[src/rtl/vga_timing_gen.sv]
// 640x480@60Hz VGA raster generator: divides clk to the pixel rate, scans hCount/vCount,
// and decodes sync, active-video and blanked colour combinationally from the counters.
module vga_timing_gen #(
    parameter int CLK_DIV = 4,
    parameter int H_TOTAL = 800,
    parameter int H_SYNC  = 96,
    parameter int H_START = 144,
    parameter int H_END   = 783,
    parameter int V_TOTAL = 525,
    parameter int V_SYNC  = 2,
    parameter int V_START = 35,
    parameter int V_END   = 514
) (
    input  logic        clk,
    input  logic        rst,
    input  logic [11:0] rgb_in,
    output logic [9:0]  hCount,
    output logic [9:0]  vCount,
    output logic        hSync,
    output logic        vSync,
    output logic        bright,
    output logic        pixel_tick,
    output logic        frame_start,
    output logic [11:0] vga_rgb
);

    localparam logic [3:0] DIV_LAST = 4'(CLK_DIV - 1);
    localparam logic [9:0] H_LAST   = 10'(H_TOTAL - 1);
    localparam logic [9:0] V_LAST   = 10'(V_TOTAL - 1);
    localparam logic [9:0] H_SYNC_W = 10'(H_SYNC);
    localparam logic [9:0] H_BEG_W  = 10'(H_START);
    localparam logic [9:0] H_FIN_W  = 10'(H_END);
    localparam logic [9:0] V_SYNC_W = 10'(V_SYNC);
    localparam logic [9:0] V_BEG_W  = 10'(V_START);
    localparam logic [9:0] V_FIN_W  = 10'(V_END);

    logic [3:0] r_div;
    logic [9:0] r_h;
    logic [9:0] r_v;
    logic       r_pixel_tick;
    logic       r_frame_start;

    logic w_div_last;
    logic w_h_last;
    logic w_v_last;
    logic w_bright;

    assign w_div_last = (r_div == DIV_LAST);
    assign w_h_last   = (r_h == H_LAST);
    assign w_v_last   = (r_v == V_LAST);

    // Counters step on the same edge that raises pixel_tick, so the tick marks the new position.
    always_ff @(posedge clk) begin
        if (rst) begin
            r_div         <= 4'd0;
            r_h           <= 10'd0;
            r_v           <= 10'd0;
            r_pixel_tick  <= 1'b0;
            r_frame_start <= 1'b0;
        end else begin
            r_pixel_tick  <= w_div_last;
            r_frame_start <= w_div_last && w_h_last && w_v_last;
            if (w_div_last) begin
                r_div <= 4'd0;
                if (w_h_last) begin
                    r_h <= 10'd0;
                    r_v <= w_v_last ? 10'd0 : r_v + 10'd1;
                end else begin
                    r_h <= r_h + 10'd1;
                end
            end else begin
                r_div <= r_div + 4'd1;
            end
        end
    end

    assign w_bright = (r_h >= H_BEG_W) && (r_h <= H_FIN_W) &&
                      (r_v >= V_BEG_W) && (r_v <= V_FIN_W);

    assign hCount      = r_h;
    assign vCount      = r_v;
    assign pixel_tick  = r_pixel_tick;
    assign frame_start = r_frame_start;
    assign hSync       = (r_h >= H_SYNC_W);
    assign vSync       = (r_v >= V_SYNC_W);
    assign bright      = w_bright;
    assign vga_rgb     = w_bright ? rgb_in : 12'h000;

endmodule
[config.mk]
export PLATFORM = sky130hd
export DESIGN_NAME = vga_timing_gen
export DESIGN_NICKNAME = d
export VERILOG_FILES = /design/src/rtl/vga_timing_gen.sv
export SDC_FILE = /design/constraint.sdc
export NUM_CORES = 1
export LEC_CHECK = 0
export BUFFER_PORTS_ARGS = -buffer_cell sky130_fd_sc_hd__clkbuf_2
export CORE_ASPECT_RATIO = 1.75
export CORE_MARGIN = 3
export CORE_UTILIZATION = 44
export CTS_CLUSTER_SIZE = 25
export DETAILED_ROUTE_END_ITERATION = 6
export PLACE_DENSITY = 0.71
export SLEW_MARGIN = 30
export SYNTH_ARGS = -nofsm -noshare
export SYNTH_HDL_FRONTEND = slang
export SYNTH_SLANG_ARGS = --single-unit
[constraint.sdc]
create_clock -name clk -period 2.2 [get_ports clk]
set_clock_uncertainty 0.15 [all_clocks]
set_input_delay 0.22 -clock clk [delete_from_list [all_inputs] [get_ports clk]]
set_output_delay 0.22 -clock clk [all_outputs]
set_load 0.01 [all_outputs]
==> results of run 1 <==
==> how the worst min path moves through the flow <==
| stage | endpoint | start | depth (start not counted) |
|---|---|---|---|
| 2_1_floorplan | r_div[0]$_SDFF_PP0_ | r_div[0]$_SDFF_PP0_ | 1 |
| 3_3_place_gp | vCount[8]$_SDFFE_PP0P_ | vCount[8]$_SDFFE_PP0P_ | 2 |
| 3_5_place_dp | r_div[2]$_SDFF_PP0_ | r_div[2]$_SDFF_PP0_ | 2 |
| 4_1_cts | r_div[2]$_SDFF_PP0_ | rst | 2 |
| 5_1_grt | vCount[1]$_SDFFE_PP0P_ | rst | 2 |
| 6_report | vCount[1]$_SDFFE_PP0P_ | rst | 2 |
==> routing by layer <==
layer,part of all wire,wire (um),global-route usage,vias up
li1,-,-,-,744
met5,0,0,0,-
met1,0.36,1584,0.2052,772
met3,0.039,171,0.03340,5
met4,0.011,48,0.1026,0
met2,0.59,2551,0.3978,48
==> worst max-delay path, delay by kind of cell (launching register included) <==
family,cells,cell delay [ps]
flip-flops,1,460
buffers and inverters,3,490
AND/OR/NAND/NOR,3,390
AO/OA/AOI/OAI,1,320
==> synth_stat cells, drive strengths merged (2+ instances only) <==
library cell / count
xor2: 3
or4: 5
nand3b: 3
xnor2: 7
nand4: 6
and4: 2
nand2: 11
o21ai: 3
o311ai: 2
or3: 2
nand3: 7
buf: 4
nor4: 4
a21oi: 12
nor3b: 2
o31ai: 5
and2: 12
nor2: 11
dfxtp: 26
inv: 6
nor3: 11
clkbuf: 5
ha: 6
==> cell families after synthesis <==
kind of cell | synth area share
DFF | 0.3765
xor gates and xnor gates | 0.06335
buffers and inverters | 0.04343
AOI/OAI and AO/OA | 0.1312
adders and majority gates | 0.05430
and+or+nand+nor | 0.3312
==> area by class of cell <==
cell class / instances / area [um2] / area share
multi-input cells: 126 / 924.6 / 0.4457
flip-flops and latches: 26 / 533.0 / 0.2569
repair buffers: 75 / 486.7 / 0.2346
clock buffers: 4 / 55.05 / 0.02654
well taps: 42 / 52.55 / 0.02533
inverters: 6 / 22.52 / 0.01086
==> power by group <==
group	switching [W]	internal, W	leakage [nW]
sequential	0.00000625	0.000476	0.213
combinational	0.0000293	0.0000330	0.621
clock	0.000151	0.000160	0.0288
total	0.000186	0.000669	0.863
==> state kept, by name, indices dropped and copies added (netlist names) <==
register	cells
r_div	4
vCount	10
pixel_tick	1
frame_start	1
hCount	10
==> timing repair <==
action                     4_1_cts  5_1_grt
pin swaps                        4        6
setup endpoints to repair       18       23
gates resized for setup          7       45
buffers inserted                 3        3
cloned                           1        1
==> per-stage QoR <==
stage                     std cells  area [um2]  setup TNS, ps  total power (W)
after detailed placement        267        1798         -419.7        0.0005514
after CTS                       275        1911         -164.7        0.0008629
after floorplan                 166        1404              0        0.0005205
final                           279        2074          -1660        0.0008555
after global routing            279        2074          -3193        0.0008904
after global placement          267        1798         -176.4        0.0005473
==> metrics.md, run 1 <==
| Metric | Value |
|---|---|
| Status | finished, violations left |
| Failing checks | setup timing |
| RR Startpoint | r_div[1]$_SDFF_PP0_ |
| Worst EP required | 1830 ps |
| Core ar. | 2960 um2 |
| Syn avg cell area | 8.329 um2 |
| VDD IR max | 0.0003730 V |
| Initial Util | 0.4670 |
| Pins over their slew limit | 0 |
| Worst-path clk slew | 80 ps |
| FF+latch count, synth | 26 |
| Crit end category | primary output |
| Register area share after synthesis | 0.3765 |
| Final core occ | 0.7008 |
| Hold buffers post-CTS | 0 |
| Pre-CTS setup slack | -116.9 ps |
| Clk_lat worst skew | 280 ps |
| Avg Vias per Cell | 5.624 |
| CTS buffer count | 3 |
| Crit path largest cell delay | 460 ps |
| Clk buf depth | 2 |
| Commonest non-fill, non-tap cell in the layout | clkbuf_2 |
| Synth Warn # | 0 |
| Via count | roughly 1.6k |
| Wirelength, routed | around 4.4 mm |
| Post-synth EDFFs | 0 |
| Post-DP HPWL | roughly 2.9 mm |
| WL per Instance | 15.61 um |
| Synth Cell Area | about 1400 um2 |
| DIE AREA | 3878 um2 |
| Netlist cell types | 36 |
| Fraction of layout cells with a size suffix above 1 | 0.4684 |
| Period utilization | 1.050 |
| Total global-route track usage | 0.2041 |
| Vias in the first global route | between 1k and 1.5k |
| Final-stage net count | 258 |
| Slew at the pin closest to its max-slew limit | 353.0 ps |
| Synth-to-Final Area Change | 50.05% |
| Slew HR | 0.7617 |
| Residual overflow from global routing | 0 |
| Synth area leaders | dfxtp_1 (38%), and2_1 (5.4%), ha_1 (5.4%), xnor2_1 (4.4%), a21oi_1 (4.3%) |
| Setup CP Type | register to primary output |
| Top cell type's share of synthesized area | 0.3765 |
| Clock H-tree levels | 1 |
| Reg2Reg Depth | 6 |
| Synth async-reset ratio | 0 |
| Slowest CP cell | dfxtp_1 |
| Final setup viols | 19 |
| Crit-path cells | nor3_2 -> buf_4 -> and3b_1 -> a211oi_2 -> buf_2 -> and2_1 -> clkbuf_2 |
| Fillers | 236 |
| First-pass detailed-route iteration total | 4 |
| RSZ-0062 raised after global routing | true |
| Number of max-cap violations | 0 |
| Cells after Synth | 166 |
| Die height | 80.16 um |
| Fin. Hold Viols | 0 |
| Antenna violations before repair | 0 |
| PD cells | around 410 nW/um2 |
| Root Buffer | clkbuf_8 |
| IO Port Bufs | 50 |
| Post-synth top area cell | dfxtp_1 |
| Achievable Freq | between 400 and 500 MHz |
| CP startpoint kind | register |
| Worst Setup EP | vga_rgb[0] |
| Leakage | 0.8631 nW |
| DRT antenna net count | 0 |
| DIE WIDTH | 48.38 um |
| Worst hold path class | input port to register |
| Worst R2R End | vCount[9]$_SDFFE_PP0P_ |
| Crit-path max FO | 7 |
| # rows | 26 |
| I/O Pins | 51 |
| Largest net degree at the start of global routing | 19 |
| Clock Sink Count | 26 |
| Antenna Cells | 0 |
| Worst endpoint data arrival time | roughly 1900 ps |
| Initial DRC count | 64 |
| Most frequent cells in the layout | clkbuf_2 (40), buf_4 (22), dfxtp_1 (20) |
| Fin Hold WS | 214.0 ps |
| Worst Setup Slack, final | -111.0 ps |
| Reg-to-reg setup timing slack | -110 ps |
| Predominant post-synthesis flop cell | dfxtp_1 |
| DRC violations left | 0 |
| TritonCTS clock tree | done |
| Global placement routability congestion | 0.9313 |
| Critical path startpoint | vCount[6]$_SDFFE_PP0P_ |
| Synthesized Nets | approximately 190 |
| Final Critical Period | 2311 ps |
| First-pass GRT wire length | around 6.3 mm |
No activity file was read; power rests on OpenSTA's default activity.
==> inputs of run 2 (changes only) <==
--- a/config.mk
+++ b/config.mk
@@ -5,13 +5,14 @@
 export SDC_FILE = /design/constraint.sdc
 export NUM_CORES = 1
 export LEC_CHECK = 0
+export ABC_AREA = 1
 export BUFFER_PORTS_ARGS = -buffer_cell sky130_fd_sc_hd__clkbuf_2
 export CORE_ASPECT_RATIO = 1.75
 export CORE_MARGIN = 3
-export CORE_UTILIZATION = 44
+export CORE_UTILIZATION = 46
 export CTS_CLUSTER_SIZE = 25
 export DETAILED_ROUTE_END_ITERATION = 6
-export PLACE_DENSITY = 0.71
+export PLACE_DENSITY = 0.72
 export SLEW_MARGIN = 30
 export SYNTH_ARGS = -nofsm -noshare
 export SYNTH_HDL_FRONTEND = slang
==> run 2 against run 1 <==
The flow now finishes without violations. Die area up 12%. Setup slack better by 250 ps. Routed wire length down 4.6%. Worst hold slack worse by 50 ps. Non-clock buffer count down 19. Clock-buffer cell count unchanged. Combinational power down 13%. Area after synthesis up 18%. Maximum frequency up 12%. Global-route usage down 0.49 points. Clock power about the same. Synthesized cell count up 59%. Largest power group unchanged. Highest routed layer unchanged.
==> metrics.md, run 2 <==
| Metric | Value |
|---|---|
| Wirelength, routed | 4.155 mm (-4.6%) |
| Achievable Freq | 485.6 MHz (+12%) |
| Critical path startpoint | vCount[0]$_SDFFE_PP0P_ |
| Predominant post-synthesis flop cell | dfxtp_1 |
| Slew at the pin closest to its max-slew limit | 324.1 ps (-28.89 ps) |
| Reg2Reg Depth | 8 (+2) |
| Root Buffer | clkbuf_8 |
| DIE AREA | 4335 um2 (+12%) |
| Register area share after synthesis | 0.3183 (-0.05818) |
| WL per Instance | 11.32 um (-27%) |
| TritonCTS clock tree | done |
| Largest net degree at the start of global routing | 15 (-4) |
| Worst-path clk slew | 90 ps (about the same) |
| Fin. Hold Viols | 0 (unchanged) |
| Leakage | 1.029 nW (+19%) |
| Setup CP Type | register to primary output |
| Initial DRC count | 35 (-45%) |
| Avg Vias per Cell | 4.907 (-13%) |
| Post-DP HPWL | 3.299 mm (+12%) |
| Final-stage net count | 343 (+33%) |
| Crit end category | primary output |
| Worst R2R End | hCount[8]$_SDFFE_PP0P_ |
| Commonest non-fill, non-tap cell in the layout | nand2_1 |
| Top cell type's share of synthesized area | 0.3183 (-0.05818) |
| Fraction of layout cells with a size suffix above 1 | 0.2609 (-0.2075) |
| Slew HR | 0.7827 (+0.02107) |
| Commonest cells in the synthesized netlist | nand2_1 (59), inv_1 (51), nor2_1 (38) |
| Most frequent cells in the layout | nand2_1 (59), inv_1 (51), clkbuf_2 (50) |
| Core ar. | 3398 um2 (+15%) |
| Global placement routability congestion | 0.8616 (-7.5%) |
| Period utilization | 0.9361 (-0.1144) |
| Clock Sink Count | 26 (unchanged) |
| CP startpoint kind | register |
| Worst Setup EP | vga_rgb[3] |
| DIE WIDTH | 51.07 um (+5.6%) |
| Die height | 84.88 um (+5.9%) |
| Cells after Synth | 264 (+59%) |
| Netlist cell types | 25 (-31%) |
| Pins over their slew limit | 0 (unchanged) |
| Worst EP required | 1830 ps (about the same) |
| Total global-route track usage | 0.1993 (-0.004857) |
| FF+latch count, synth | 26 (unchanged) |
| Number of max-cap violations | 0 (unchanged) |
| Reg-to-reg setup timing slack | 480 ps (+590 ps) |
| Final setup viols | 0 (-19) |
| I/O Pins | 51 (unchanged) |
| Post-synth top area cell | dfxtp_1 |
| Initial Util | 0.4812 (+0.01419) |
| Clock H-tree levels | 1 (unchanged) |
| Residual overflow from global routing | 0 (unchanged) |
| Via count | 1,801 (+15%) |
| Status | completed |
| DRC violations left | 0 (unchanged) |
| VDD IR max | 0.0004553 V (+22%) |
| CTS buffer count | 3 (unchanged) |
| RR Startpoint | r_div[0]$_SDFF_PP0_ |
| Synth async-reset ratio | 0 (unchanged) |
| Clk_lat worst skew | 270 ps (about the same) |
| First-pass detailed-route iteration total | 4 (unchanged) |
| IO Port Bufs | 50 (unchanged) |
| Clk buf depth | 2 (unchanged) |
| Worst hold path class | input port to register |
| Synth Warn # | 0 (unchanged) |
| Synth Cell Area | 1635 um2 (+18%) |
| Hold buffers post-CTS | 0 (unchanged) |
| Crit-path max FO | 6 (-1) |
| Vias in the first global route | 1,652 (+11%) |
| Post-synth EDFFs | 0 (unchanged) |
| Synth-to-Final Area Change | 26.17% |
| First-pass GRT wire length | 6.775 mm (+7.0%) |
| Synthesized Nets | 284 (+53%) |
| Antenna Cells | 0 (unchanged) |
| Final Power | 0.0008513 W (-0.49%) |
| Worst endpoint data arrival time | 1690 ps (-250 ps) |
| PD cells | 412.6 nW/um2 (about the same) |
| Antenna violations before repair | 0 (unchanged) |
| Syn avg cell area | 6.194 um2 (-26%) |
| Most frequent cell after synthesis | nand2_1 |
| DRT antenna net count | 0 (unchanged) |
| # rows | 28 (+7.7%) |
| Final Critical Period | 2059 ps (-251.6 ps) |
| Fin Hold WS | 163.6 ps (-50.38 ps) |
| Synth area leaders | dfxtp_1 (32%), nand2_1 (14%), inv_1 (12%), nor2_1 (8.7%), nand3_1 (7.0%) |
## run 2: cell count changes after synthesis, moves of 5 or more
cell,previous run,this run
nor3_1,11,5
o21ai_0,3,8
inv_1,6,51
nand2_1,11,59
o31ai_1,5,0
and2_1,12,0
nor2_2,0,11
nor2_1,11,38
nand3_1,7,23
xnor2_1,7,2
## run 2: cell families (layout without fill, tap and decap cells)
kind of cell | after synthesis | count (layout) | synth area share
xor gates and xnor gates | 3 | 3 | 0.01607
buffers and inverters | 55 | 112 | 0.1316
DFF | 26 | 26 | 0.3183
AOI/OAI and AO/OA | 25 | 25 | 0.07957
and+or+nand+nor | 149 | 150 | 0.4086
adders and majority gates | 6 | 6 | 0.04591
## run 2: worst min-delay path by stage
stage	from	endpoint	slack, ps	cells past startpoint
2_1_floorplan	rst	pixel_tick$_SDFF_PP0_	170	1
3_3_place_gp	r_div[0]$_SDFF_PP0_	r_div[0]$_SDFF_PP0_	280	1
3_5_place_dp	r_div[0]$_SDFF_PP0_	r_div[0]$_SDFF_PP0_	290	1
4_1_cts	rst	vCount[7]$_SDFFE_PP0P_	150	2
5_1_grt	rst	vCount[8]$_SDFFE_PP0P_	180	2
6_report	rst	vCount[8]$_SDFFE_PP0P_	160	2
## run 2: per-stage QoR
| stage | std cells | instance area (um2) | utilization | worst slack (ps) | setup TNS [ps] |
|---|---|---|---|---|---|
| floorplan | 264 | 1635 | - | 451.3 | 0 |
| global placement | 362 | 1967 | 0.5788 | 276.0 | 0 |
| detailed placement | 362 | 1967 | 0.5788 | 246.7 | 0 |
| CTS | 366 | 2027 | 0.5965 | 7.377 | 0 |
| global route | 367 | 2063 | 0.6071 | -4.318 | -4.964 |
| finish | 367 | 2063 | 0.6071 | 140.6 | 0 |
## run 2: where the power goes
group          switching, W  total [W]  internal (W)
sequential       0.00000513   0.000484      0.000479
clock              0.000153   0.000313      0.000160
combinational     0.0000333  0.0000546     0.0000214
## run 2: metal layers
layer | up-vias | GRT usage | share of wire
met4 | 0 | 0.1324 | 0.040
met5 | - | 0 | 0
met2 | 61 | 0.3608 | 0.52
li1 | 930 | - | -
met1 | 793 | 0.2035 | 0.39
met3 | 17 | 0.02636 | 0.048
## run 2: timing repair
item	4_1_cts	5_1_grt
pin swaps	0	1
setup buffers	0	0
endpoints found under the setup margin	12	13
gates resized for setup	1	8
gates cloned	0	1
hold endpoints to repair	0	0
## run 2: critical path, cell delays in order (launching register included)
cell and delay (ps):
dfxtp_2 390, ha_4 170, inv_1 60, nand3_1 80, nand2_1 50, nand2_1 70
nand2_1 80, nor2_4 140, nand2_2 140, nor2_2 100, clkbuf_2 130
## run 2: layout make-up
class | count | area (um2)
clock buffer | 4 | 55.05
inverter | 52 | 195.2
sequential | 26 | 523.0
timing repair buffer | 56 | 295.3
fill | 355 | 1335
multi-input combinational | 184 | 938.4
tap | 45 | 56.30
